File: config.mk
export PLATFORM = sky130hd
export DESIGN_NAME = mem_port_scheduler_flat
export DESIGN_NICKNAME = d
export VERILOG_FILES = /design/src/rtl/mem_port_scheduler_if.sv /design/src/rtl/mem_port_scheduler.sv /design/src/flat_wrapper.sv
export SDC_FILE = /design/constraint.sdc
export NUM_CORES = 1
export LEC_CHECK = 0
export CAP_MARGIN = 40
export CORE_ASPECT_RATIO = 0.8
export CORE_MARGIN = 8
export CORE_UTILIZATION = 53
export CTS_CLUSTER_DIAMETER = 80
export CTS_CLUSTER_SIZE = 12
export DETAILED_ROUTE_END_ITERATION = 12
export GPL_TIMING_DRIVEN = 0
export PLACE_DENSITY = 0.82
export SETUP_SLACK_MARGIN = 0.4
export SKIP_LAST_GASP = 1
export SYNTH_ARGS = -nofsm -noshare
export SYNTH_HDL_FRONTEND = slang
export SYNTH_SLANG_ARGS = --single-unit
File: constraint.sdc
create_clock -name clk -period 7.14 [get_ports clk]
set_clock_uncertainty 0.05 [all_clocks]
set_input_delay 1.785 -clock clk [delete_from_list [all_inputs] [get_ports clk]]
set_output_delay 1.785 -clock clk [all_outputs]
set_load 0.02 [all_outputs]
File: src/rtl/mem_port_scheduler_if.sv
// rtl/mem_port_scheduler_if.sv - store/load/memory signal bundle for the data-memory port scheduler
interface mem_port_scheduler_if #(
  parameter int TAG_W = 6
);
  logic             IN_stValid;
  logic [31:0]      IN_stAddr;
  logic [31:0]      IN_stData;
  logic [3:0]       IN_stMask;
  logic             OUT_stReady;
  logic             OUT_empty;

  logic             IN_ldValid;
  logic [31:0]      IN_ldAddr;
  logic [TAG_W-1:0] IN_ldTag;
  logic             OUT_ldReady;
  logic             OUT_ldValid;
  logic [TAG_W-1:0] OUT_ldTag;
  logic [31:0]      OUT_ldData;

  logic             OUT_memEn;
  logic             OUT_memWe;
  logic [29:0]      OUT_memAddr;
  logic [31:0]      OUT_memWData;
  logic [3:0]       OUT_memWMask;
  logic [31:0]      IN_memRData;
  logic             IN_IO_busy;

  modport slave (
    input  IN_stValid, IN_stAddr, IN_stData, IN_stMask,
    output OUT_stReady, OUT_empty,
    input  IN_ldValid, IN_ldAddr, IN_ldTag,
    output OUT_ldReady, OUT_ldValid, OUT_ldTag, OUT_ldData,
    output OUT_memEn, OUT_memWe, OUT_memAddr, OUT_memWData, OUT_memWMask,
    input  IN_memRData, IN_IO_busy
  );

  modport master (
    output IN_stValid, IN_stAddr, IN_stData, IN_stMask,
    input  OUT_stReady, OUT_empty,
    output IN_ldValid, IN_ldAddr, IN_ldTag,
    input  OUT_ldReady, OUT_ldValid, OUT_ldTag, OUT_ldData,
    input  OUT_memEn, OUT_memWe, OUT_memAddr, OUT_memWData, OUT_memWMask,
    output IN_memRData, IN_IO_busy
  );
endinterface

File: src/rtl/mem_port_scheduler.sv
// rtl/mem_port_scheduler.sv - arbitrates the single data-memory port between buffered committed stores and load reads
module mem_port_scheduler #(
  parameter int DEPTH      = 4,
  parameter int HI_WATER   = 3,
  parameter int MAX_STARVE = 7,
  parameter int TAG_W      = 6
) (
  input  logic                clk,
  input  logic                rst,
  mem_port_scheduler_if.slave sched
);
  localparam int PTR_W = (DEPTH > 1) ? $clog2(DEPTH) : 1;
  localparam int CNT_W = PTR_W + 1;
  localparam int STV_W = (MAX_STARVE > 0) ? $clog2(MAX_STARVE + 1) : 1;
  localparam logic [CNT_W-1:0] DEPTH_C  = CNT_W'(DEPTH);
  localparam logic [CNT_W-1:0] HI_C     = CNT_W'(HI_WATER);
  localparam logic [STV_W-1:0] STARVE_C = STV_W'(MAX_STARVE);

  logic [29:0]      fifo_addr_q [DEPTH];
  logic [31:0]      fifo_data_q [DEPTH];
  logic [3:0]       fifo_mask_q [DEPTH];
  logic [DEPTH-1:0] fifo_vld_q, fifo_vld_d;
  logic [PTR_W-1:0] head_q, head_d;
  logic [PTR_W-1:0] tail_q, tail_d;
  logic [CNT_W-1:0] count_q, count_d;
  logic [STV_W-1:0] starve_q, starve_d;
  logic             io_hold_q, io_hold_d;
  logic             st_ready_q, empty_q;

  logic             mem_en_q, mem_en_d;
  logic             mem_we_q, mem_we_d;
  logic [29:0]      mem_addr_q, mem_addr_d;
  logic [31:0]      mem_wdata_q;
  logic [3:0]       mem_wmask_q;

  logic             ld_v1_q, ld_v2_q, ld_vo_q;
  logic [TAG_W-1:0] ld_t1_q, ld_t2_q, ld_to_q;
  logic [31:0]      ld_data_q;

  logic [29:0]      head_addr;
  logic [31:0]      head_data;
  logic [3:0]       head_mask;
  logic             st_avail, st_io, st_elig, st_force;
  logic             ld_hit, ld_ready, ld_issue, st_issue, push;
  logic             unused_addr_lsbs;

  assign unused_addr_lsbs = ^{sched.IN_stAddr[1:0], sched.IN_ldAddr[1:0]};

  assign head_addr = fifo_addr_q[head_q];
  assign head_data = fifo_data_q[head_q];
  assign head_mask = fifo_mask_q[head_q];

  // Head address is a word address, so the MMIO page byte lives in bits 29:22.
  assign st_avail = (count_q != '0);
  assign st_io    = (head_addr[29:22] == 8'hFF);
  assign st_elig  = st_avail && !(st_io && (sched.IN_IO_busy || io_hold_q));
  assign st_force = st_elig && ((count_q >= HI_C) || (starve_q >= STARVE_C));

  always_comb begin
    ld_hit = 1'b0;
    for (int i = 0; i < DEPTH; i++) begin
      if (fifo_vld_q[i] && (fifo_addr_q[i] == sched.IN_ldAddr[31:2])) begin
        ld_hit = sched.IN_ldValid;
      end
    end
  end

  assign ld_ready = !st_force && !ld_hit;
  assign ld_issue = sched.IN_ldValid && ld_ready;
  assign st_issue = !ld_issue && st_elig;
  assign push     = sched.IN_stValid && st_ready_q;

  always_comb begin
    head_d     = head_q;
    tail_d     = tail_q;
    count_d    = count_q;
    fifo_vld_d = fifo_vld_q;
    starve_d   = starve_q;
    io_hold_d  = 1'b0;
    mem_en_d   = ld_issue || st_issue;
    mem_we_d   = st_issue;
    mem_addr_d = ld_issue ? sched.IN_ldAddr[31:2] : head_addr;

    if (st_issue) begin
      fifo_vld_d[head_q] = 1'b0;
      head_d             = head_q + 1'b1;
      io_hold_d          = st_io;
      starve_d           = '0;
    end else if (ld_issue && st_elig && (starve_q != STARVE_C)) begin
      starve_d = starve_q + 1'b1;
    end

    if (push) begin
      fifo_vld_d[tail_q] = 1'b1;
      tail_d             = tail_q + 1'b1;
    end

    case ({push, st_issue})
      2'b10:   count_d = count_q + 1'b1;
      2'b01:   count_d = count_q - 1'b1;
      default: count_d = count_q;
    endcase
  end

  always_ff @(posedge clk) begin
    if (push) begin
      fifo_addr_q[tail_q] <= sched.IN_stAddr[31:2];
      fifo_data_q[tail_q] <= sched.IN_stData;
      fifo_mask_q[tail_q] <= sched.IN_stMask;
    end
  end

  always_ff @(posedge clk or posedge rst) begin
    if (rst) begin
      head_q      <= '0;
      tail_q      <= '0;
      count_q     <= '0;
      fifo_vld_q  <= '0;
      starve_q    <= '0;
      io_hold_q   <= 1'b0;
      st_ready_q  <= 1'b1;
      empty_q     <= 1'b1;
      mem_en_q    <= 1'b0;
      mem_we_q    <= 1'b0;
      mem_addr_q  <= '0;
      mem_wdata_q <= '0;
      mem_wmask_q <= '0;
    end else begin
      head_q      <= head_d;
      tail_q      <= tail_d;
      count_q     <= count_d;
      fifo_vld_q  <= fifo_vld_d;
      starve_q    <= starve_d;
      io_hold_q   <= io_hold_d;
      st_ready_q  <= (count_d < DEPTH_C);
      empty_q     <= (count_d == '0);
      mem_en_q    <= mem_en_d;
      mem_we_q    <= mem_we_d;
      mem_addr_q  <= mem_addr_d;
      mem_wdata_q <= head_data;
      mem_wmask_q <= head_mask;
    end
  end

  // Tag rides alongside the read: command cycle, data-return cycle, then the result register.
  always_ff @(posedge clk or posedge rst) begin
    if (rst) begin
      ld_v1_q   <= 1'b0;
      ld_v2_q   <= 1'b0;
      ld_vo_q   <= 1'b0;
      ld_t1_q   <= '0;
      ld_t2_q   <= '0;
      ld_to_q   <= '0;
      ld_data_q <= '0;
    end else begin
      ld_v1_q <= ld_issue;
      ld_t1_q <= sched.IN_ldTag;
      ld_v2_q <= ld_v1_q;
      ld_t2_q <= ld_t1_q;
      ld_vo_q <= ld_v2_q;
      ld_to_q <= ld_t2_q;
      if (ld_v2_q) begin
        ld_data_q <= sched.IN_memRData;
      end
    end
  end

  assign sched.OUT_stReady  = st_ready_q;
  assign sched.OUT_empty    = empty_q;
  assign sched.OUT_ldReady  = ld_ready;
  assign sched.OUT_ldValid  = ld_vo_q;
  assign sched.OUT_ldTag    = ld_to_q;
  assign sched.OUT_ldData   = ld_data_q;
  assign sched.OUT_memEn    = mem_en_q;
  assign sched.OUT_memWe    = mem_we_q;
  assign sched.OUT_memAddr  = mem_addr_q;
  assign sched.OUT_memWData = mem_wdata_q;
  assign sched.OUT_memWMask = mem_wmask_q;
endmodule

File: src/flat_wrapper.sv
// flat-port wrapper written by rule: the top's interface ports become plain ports
module mem_port_scheduler_flat 
#(
  parameter int DEPTH      = 4,
  parameter int HI_WATER   = 3,
  parameter int MAX_STARVE = 7,
  parameter int TAG_W      = 6
)
  (clk, rst, sched_IN_stValid, sched_IN_stAddr, sched_IN_stData, sched_IN_stMask, sched_OUT_stReady, sched_OUT_empty, sched_IN_ldValid, sched_IN_ldAddr, sched_IN_ldTag, sched_OUT_ldReady, sched_OUT_ldValid, sched_OUT_ldTag, sched_OUT_ldData, sched_OUT_memEn, sched_OUT_memWe, sched_OUT_memAddr, sched_OUT_memWData, sched_OUT_memWMask, sched_IN_memRData, sched_IN_IO_busy);
  mem_port_scheduler_if #(.TAG_W(TAG_W)) sched_i ();
  input  logic clk;
  input  logic rst;
  input wire logic [$bits(sched_i.IN_stValid)-1:0] sched_IN_stValid;
  input wire logic [$bits(sched_i.IN_stAddr)-1:0] sched_IN_stAddr;
  input wire logic [$bits(sched_i.IN_stData)-1:0] sched_IN_stData;
  input wire logic [$bits(sched_i.IN_stMask)-1:0] sched_IN_stMask;
  output wire logic [$bits(sched_i.OUT_stReady)-1:0] sched_OUT_stReady;
  output wire logic [$bits(sched_i.OUT_empty)-1:0] sched_OUT_empty;
  input wire logic [$bits(sched_i.IN_ldValid)-1:0] sched_IN_ldValid;
  input wire logic [$bits(sched_i.IN_ldAddr)-1:0] sched_IN_ldAddr;
  input wire logic [$bits(sched_i.IN_ldTag)-1:0] sched_IN_ldTag;
  output wire logic [$bits(sched_i.OUT_ldReady)-1:0] sched_OUT_ldReady;
  output wire logic [$bits(sched_i.OUT_ldValid)-1:0] sched_OUT_ldValid;
  output wire logic [$bits(sched_i.OUT_ldTag)-1:0] sched_OUT_ldTag;
  output wire logic [$bits(sched_i.OUT_ldData)-1:0] sched_OUT_ldData;
  output wire logic [$bits(sched_i.OUT_memEn)-1:0] sched_OUT_memEn;
  output wire logic [$bits(sched_i.OUT_memWe)-1:0] sched_OUT_memWe;
  output wire logic [$bits(sched_i.OUT_memAddr)-1:0] sched_OUT_memAddr;
  output wire logic [$bits(sched_i.OUT_memWData)-1:0] sched_OUT_memWData;
  output wire logic [$bits(sched_i.OUT_memWMask)-1:0] sched_OUT_memWMask;
  input wire logic [$bits(sched_i.IN_memRData)-1:0] sched_IN_memRData;
  input wire logic [$bits(sched_i.IN_IO_busy)-1:0] sched_IN_IO_busy;
  assign sched_i.IN_stValid = sched_IN_stValid;
  assign sched_i.IN_stAddr = sched_IN_stAddr;
  assign sched_i.IN_stData = sched_IN_stData;
  assign sched_i.IN_stMask = sched_IN_stMask;
  assign sched_OUT_stReady = sched_i.OUT_stReady;
  assign sched_OUT_empty = sched_i.OUT_empty;
  assign sched_i.IN_ldValid = sched_IN_ldValid;
  assign sched_i.IN_ldAddr = sched_IN_ldAddr;
  assign sched_i.IN_ldTag = sched_IN_ldTag;
  assign sched_OUT_ldReady = sched_i.OUT_ldReady;
  assign sched_OUT_ldValid = sched_i.OUT_ldValid;
  assign sched_OUT_ldTag = sched_i.OUT_ldTag;
  assign sched_OUT_ldData = sched_i.OUT_ldData;
  assign sched_OUT_memEn = sched_i.OUT_memEn;
  assign sched_OUT_memWe = sched_i.OUT_memWe;
  assign sched_OUT_memAddr = sched_i.OUT_memAddr;
  assign sched_OUT_memWData = sched_i.OUT_memWData;
  assign sched_OUT_memWMask = sched_i.OUT_memWMask;
  assign sched_i.IN_memRData = sched_IN_memRData;
  assign sched_i.IN_IO_busy = sched_IN_IO_busy;
  mem_port_scheduler #(.DEPTH(DEPTH), .HI_WATER(HI_WATER), .MAX_STARVE(MAX_STARVE), .TAG_W(TAG_W)) u_core (.clk(clk), .rst(rst), .sched(sched_i));
endmodule
==> impl_metrics.py, run 1 <==
metrics = {
    "die": {
        "rows": 56,
        "fp.dieW_microns": 208.2,
        "core_area_sq_mm": 0.02922,
        "initial_utilization": 0.5360,
        "die_y_microns": 169.7,
        "die-area_sq_mm": 0.03534,
        "io_pins": 253,
    },
    "clock_network": {
        "cts_resized": 0,
        "cts-htree-levels": 2,
        "cts_tree": "yes",
        "cts_root_buf": "clkbuf_16",
        "path_clk_slew_ns": 0.06,
        "cts_made_buffers": 39,
        "cts_hold_buffers": 0,
        "clock_latency_ns": 0.53,
        "clock_sinks": 402,
        "clockBufferDepth": 3,
        "post-cts-setup-buffers": 0,
    },
    "power_and_ir_drop": {
        "power.density_mw_per_mm2": 405.9,
        "leakagePower_nw": 6.831,
        "ir_drop_uv": 236.1,
        "power_mw": 7.953,
    },
    "route": {
        "antenna_left": 0,
        "vias": 8355,
        "drc": 0,
        "drt_wl_total_microns": 36970,
        "first_iter_violations": 523,
        "routed_via_density": 5.592,
        "first_pass_iters": 5,
        "wire_per_inst_microns": 24.74,
    },
    "timing": {
        "rsz0062_at_grt": "false",
        "drv_slew": 0,
        "finalSetupViolCount": 0,
        "worst_slew_pin_slew_ns": 0.8278,
        "slew_headroom": 0.4481,
        "finalHoldViolCount": 0,
        "period_needed_ns": 6.346,
        "hold_slack_ns": 0.2980,
        "period_share": 0.8888,
        "fmax_ghz": 0.1576,
    },
    "setup_path": {
        "crit_path_end_kind": "output pin",
        "path_class": "primary input to output pin",
        "crit_arrival_ns": 4.51,
        "cpPeakStageDelay_ns": 0.56,
        "path_buf_inv": 2,
        "cp-start-kind": "primary input",
        "cp_cell_sequence": "clkbuf_1 -> xnor2_1 -> nand4_1 -> nor4_1 -> a22oi_1 -> and3_1 -> o21a_1 -> clkdlybuf4s50_1",
        "cp_slowest_cell": "clkdlybuf4s50_1",
        "cp_max_fo": 5,
        "cp_data_required_time_ns": 5.31,
        "critPathTopFamily": "simple AND/OR/NAND/NOR gates",
    },
    "final_layout": {
        "nets": 1241,
        "multi_input_area_sq_mm": 0.004006,
        "nFillCells": 1947,
        "ff_latch_area_sq_mm": 0.01138,
        "drive_above_1_share": 0.1758,
        "area_growth_pct": 25.13,
    },
    "synth": {
        "syn_inst": 821,
        "synth_cell_types": 39,
        "synth_edf_count": 264,
        "synth_nets": 976,
        "ys_ff_latch": 402,
        "avgSynthCellArea_sq_um": 19.07,
        "ys_seq_area_frac": 0.7269,
        "async_flop_share": 0.3433,
        "synth-main-ff-cell": "edfxtp_1",
        "ys.warnings.count": 0,
        "synth.cell_area_sq_mm": 0.01566,
    },
    "global_route": {
        "gr-total-overflow": 0,
        "grt_max_degree": 76,
        "grt_pass1_wl_microns": 55880,
        "first_global_vias": 9092,
        "antenna_found_initial": 5,
        "grtUsageTotal": 0.2105,
    },
    "job": {
        "drv_cap": 0,
    },
    "hold_path": {
        "min_path_type": "flop to flop",
    },
    "place": {
        "place.gp.congestion": 0.8700,
        "numPortBuffers": 218,
        "post-dp-hpwl_microns": 26010,
    },
    "run_status": {
        "status": "completed",
    },
}
[worst reg2reg max path, stage by stage (launching register included)]
cell and delay, ns:
edfxtp_1 0.40, xnor2_1 0.44, nand4_1 0.27, nor4_1 0.55
a22oi_1 0.14, and3_1 0.29, a31o_1 0.26, buf_6 0.14
inv_1 0.09, ha_1 0.19, inv_1 0.07, fa_1 0.43
xor2_1 0.15, nor2_1 0.12, xor2_1 0.11, nor3_1 0.29
[routing by layer]
| metal | wire [microns] | global-route usage | up-vias |
|---|---|---|---|
| li1 | - | - | 3652 |
| met1 | 15090 | 0.2727 | 4263 |
| met2 | 17060 | 0.3279 | 377 |
| met3 | 4084 | 0.08896 | 57 |
| met4 | 693 | 0.05422 | 6 |
| met5 | 41 | 0 | - |
[Yosys cell counts, types with 2 or more instances]
library cell / count / area (sq um)
clkbuf_1: 37 / 138.9
buf_4: 2 / 15.01
o31ai_1: 2 / 15.01
nor2_1: 5 / 18.77
nand2b_1: 4 / 25.02
nand3_1: 2 / 10.01
xor2_1: 24 / 210.2
buf_1: 4 / 15.01
nor4_1: 12 / 75.07
and3_1: 5 / 31.28
xnor2_1: 101 / 884.6
mux4_2: 66 / 1486
nand2_1: 9 / 33.78
buf_2: 7 / 35.03
mux2_1: 2 / 22.52
buf_6: 2 / 22.52
o21ai_0: 3 / 15.01
nor3_1: 3 / 15.01
edfxtp_1: 264 / 7928
dfstp_2: 2 / 52.55
o22a_1: 4 / 35.03
inv_1: 13 / 48.80
nand4_1: 28 / 175.2
mux2_2: 60 / 675.7
ha_1: 11 / 137.6
dfrtp_1: 136 / 3403
[final cells by class]
cell class	count	area share
multi-input cells	353	0.2045
flip-flops and latches	402	0.5809
repair buffers	224	0.1190
clock inverters	2	0.0008939
clock buffers	68	0.05536
well taps	377	0.02407
inverters	13	0.002746
plain buffers	53	0.01232
diodes	2	0.0002554
[power breakdown]
| group | switching [mW] | internal [mW] |
|---|---|---|
| logic | 1.41 | 1.38 |
| registers | 0.242 | 3.08 |
| clock network | 0.813 | 1.03 |
| total | 2.47 | 5.49 |
[sequential cells by signal, summed over array words and instances (netlist names), named ones only]
name / cells
u_core.sched.OUT_memEn: 1
u_core.head_q: 2
u_core.fifo_data_q: 128
u_core.ld_t2_q: 6
u_core.io_hold_q: 1
u_core.ld_t1_q: 6
u_core.sched.OUT_empty: 1
u_core.tail_q: 2
u_core.count_q: 2
u_core.ld_v2_q: 1
u_core.fifo_addr_q: 120
u_core.sched.OUT_ldData: 32
u_core.fifo_vld_q: 4
u_core.sched.OUT_memAddr: 30
u_core.ld_v1_q: 1
u_core.sched.OUT_ldValid: 1
u_core.sched.OUT_ldTag: 6
u_core.starve_q: 3
u_core.sched.OUT_memWe: 1
u_core.fifo_mask_q: 16
u_core.sched.OUT_memWMask: 4
u_core.sched.OUT_memWData: 32
u_core.sched.OUT_stReady: 1
[final timing paths]
path / start / to / slack, ns / cells past startpoint
hold reg to reg: u_core.ld_t2_q[1]$_DFF_PP0_ / u_core.sched.OUT_ldTag[1]$_DFF_PP0_ / 0.30 / 0
setup reg to reg: u_core.fifo_addr_q[2][20]$_DFFE_PP_ / u_core.sched.OUT_empty$_DFF_PP1_ / 3.00 / 15
setup / recovery: sched_IN_ldAddr[22] / sched_OUT_ldReady / 0.79 / 8
min in group asynchronous: rst / u_core.sched.OUT_ldData[19]$_DFFE_PP0P_ / 1.73 / 2
max in group asynchronous: rst / u_core.ld_t1_q[0]$_DFF_PP0_ / 4.52 / 3
hold / removal: u_core.ld_t2_q[1]$_DFF_PP0_ / u_core.sched.OUT_ldTag[1]$_DFF_PP0_ / 0.30 / 0
[kinds of logic (layout without fill, tap and decap cells)]
logic type | Yosys count | count (layout) | synth area share
and+or+nand+nor | 71 | 71 | 0.02605
DFF | 402 | 402 | 0.7269
adders and majority gates | 12 | 12 | 0.01007
other | 0 | 2 | 0
buffers and inverters | 66 | 360 | 0.01854
xor gates and xnor gates | 125 | 125 | 0.06991
muxes | 130 | 130 | 0.1411
AOI/OAI and AO/OA | 15 | 15 | 0.007430
[layout by cell type, fill, tap and decap left out, types with 3 or more instances in the layout]
master           netlist  final
nor2_1                 5      5
o21ai_0                3      3
ha_1                  11     11
buf_1                  4      4
inv_1                 13     12
o22a_1                 4      4
buf_2                  7      7
mux2_2                60     60
clkbuf_1              37     66
buf_6                  2      3
xor2_1                24     24
and3_4                 0      4
edfxtp_1             264    264
nor4_1                12     12
nand4_1               28     28
clkbuf_16              0     39
dfrtp_1              136    136
nand2b_1               4      4
buf_16                 0      5
nor3_1                 3      3
xnor2_1              101    101
clkdlybuf4s50_1        0    218
mux4_2                66     66
nand2_1                9      9
[metrics by stage]
stage / instances / setup TNS (ns) / util / worst slack, ns / cell area [sq um]
2_1_floorplan: 821 / 0 / - / 1.612 / 15660
3_3_place_gp: 1416 / -75.80 / 0.6268 / -0.5744 / 18310
3_5_place_dp: 1422 / 0 / 0.6328 / 1.032 / 18490
4_1_cts: 1492 / 0 / 0.6705 / 1.016 / 19590
5_1_grt: 1493 / 0 / 0.6706 / 0.8521 / 19590
6_report: 1494 / 0 / 0.6706 / 0.7937 / 19600
No activity file was read; power rests on OpenSTA's default activity.
==> run 2: changes to the inputs <==
MAX_ROUTING_LAYER = met4   (was unset)
SLEW_MARGIN = 20   (was unset)
==> impl_metrics.py, run 2 (synthesis results as in run 1) <==
metrics = {
    "run_status": {
        "status": "completed",
    },
    "die": {
        "die-area_sq_mm": 0.03534,
        "io_pins": 253,
        "initial_utilization": 0.5360,
        "core_area_sq_mm": 0.02922,
        "die_y_microns": 169.7,
        "fp.dieW_microns": 208.2,
        "rows": 56,
    },
    "final_layout": {
        "final_cell_mix": "edfxtp_1, clkdlybuf4s50_1, dfrtp_1",
        "nFillCells": 1949,
        "ff_latch_area_sq_mm": 0.01138,
        "multi_input_area_sq_mm": 0.004006,
        "stdcell_area_sq_mm": 0.01961,
        "utilization": 0.6710,
        "nets": 1241,
        "drive_above_1_share": 0.1758,
        "largest_reg_flops": 128,
        "biggestRegsByFlops": "u_core.fifo_data_q (128), u_core.fifo_addr_q (120)",
        "max_flop_register": "u_core.fifo_data_q",
        "mostFrequentLayoutCell": "edfxtp_1",
        "area_growth_pct": 25.19,
    },
    "timing": {
        "fmax_ghz": 0.1600,
        "period_needed_ns": 6.249,
        "slew_headroom": 0.4510,
        "hold_slack_ns": 0.2967,
        "finalHoldViolCount": 0,
        "drv_slew": 0,
        "tns_ns": 0,
        "period_share": 0.8752,
        "rsz0062_at_grt": "false",
        "finalSetupViolCount": 0,
        "worst_slew_pin_slew_ns": 0.8234,
    },
    "setup_path": {
        "cp-start-kind": "primary input",
        "crit_path_end_kind": "output pin",
        "cp_data_required_time_ns": 5.31,
        "crit_arrival_ns": 4.41,
        "cp_max_fo": 5,
        "path_class": "primary input to output pin",
    },
    "route": {
        "first_pass_iters": 5,
        "first_iter_violations": 723,
        "drt_wl_total_microns": 37180,
        "routed_via_density": 5.595,
        "antenna_left": 0,
        "wire_per_inst_microns": 24.84,
        "vias": 8375,
        "drc": 0,
    },
    "place": {
        "post-dp-hpwl_microns": 25930,
        "place.gp.congestion": 0.8842,
        "numPortBuffers": 218,
        "dpl_cell_area_sq_mm": 0.01849,
    },
    "clock_network": {
        "path_clk_slew_ns": 0.06,
        "cts_tree": "yes",
        "clock_sinks": 402,
        "post-cts-setup-buffers": 0,
        "cts_root_buf": "clkbuf_16",
        "cts-htree-levels": 2,
        "cts_hold_buffers": 0,
        "cts_made_buffers": 39,
        "clockBufferDepth": 3,
        "clock_latency_ns": 0.53,
        "cts_resized": 0,
    },
    "power_and_ir_drop": {
        "leakagePower_nw": 6.832,
        "power.density_mw_per_mm2": 406.3,
        "ir_drop_uv": 308.3,
    },
    "global_route": {
        "antenna_found_initial": 4,
        "gr-total-overflow": 0,
        "grt_max_degree": 76,
        "grt_pass1_wl_microns": 56260,
        "grtUsageTotal": 0.2191,
        "first_global_vias": 9082,
    },
    "job": {
        "drv_cap": 0,
    },
    "hold_path": {
        "min_path_type": "flop to flop",
    },
}
[run 2: cell type report]
type	instances	share of cell area
antenna	5	0.0006382
buffer	53	0.01232
clock buffer	68	0.05533
clock inverter	2	0.0008935
inverter	13	0.002872
multi-input combinational	353	0.2044
sequential	402	0.5806
tap	377	0.02406
timing repair buffer	224	0.1189
[run 2: routing by layer]
metal,wire (microns),part of all wire,track usage,vias up
li1,-,-,-,3649
met1,15460,0.42,0.2817,4287
met2,17220,0.46,0.3302,379
met3,3761,0.10,0.07697,60
met4,739,0.020,0.06254,0
met5,0,0,-,-
[run 2: worst paths after layout]
| path | start | endpoint | slack [ns] | cells past startpoint |
|---|---|---|---|---|
| max in group asynchronous | rst | u_core.ld_t2_q[4]$_DFF_PP0_ | 4.63 | 3 |
| min in group asynchronous | rst | u_core.sched.OUT_ldData[19]$_DFFE_PP0P_ | 1.68 | 2 |
| worst min-delay path | u_core.ld_t2_q[1]$_DFF_PP0_ | u_core.sched.OUT_ldTag[1]$_DFF_PP0_ | 0.30 | 0 |
| worst min register to register | u_core.ld_t2_q[1]$_DFF_PP0_ | u_core.sched.OUT_ldTag[1]$_DFF_PP0_ | 0.30 | 0 |
| worst max register to register | u_core.fifo_addr_q[2][20]$_DFFE_PP_ | u_core.sched.OUT_empty$_DFF_PP1_ | 3.15 | 15 |
| worst max-delay path | sched_IN_ldAddr[22] | sched_OUT_ldReady | 0.89 | 8 |
[run 2: report_power, final]
part           internal [mW]  switching [mW]
Clock                   1.03           0.818
Sequential              3.08           0.245
Combinational           1.38            1.42
Total                   5.49            2.48
[run 2: through the flow]
step           setup slack, ns  total power [mW]  cells
6_report                0.8914             7.965   1497
5_1_grt                 0.8627             8.320   1496
4_1_cts                  1.020             8.042   1492
3_5_place_dp             1.040             6.173   1422
3_3_place_gp           -0.5744             6.094   1416
2_1_floorplan            1.612             4.957    821
[run 2: worst max-delay path: stages]
cell	delay, ns
clkbuf_1	0.20
xnor2_1	0.48
nand4_1	0.22
nor4_1	0.51
a22oi_1	0.13
and3_1	0.29
o21a_1	0.21
clkdlybuf4s50_1	0.57
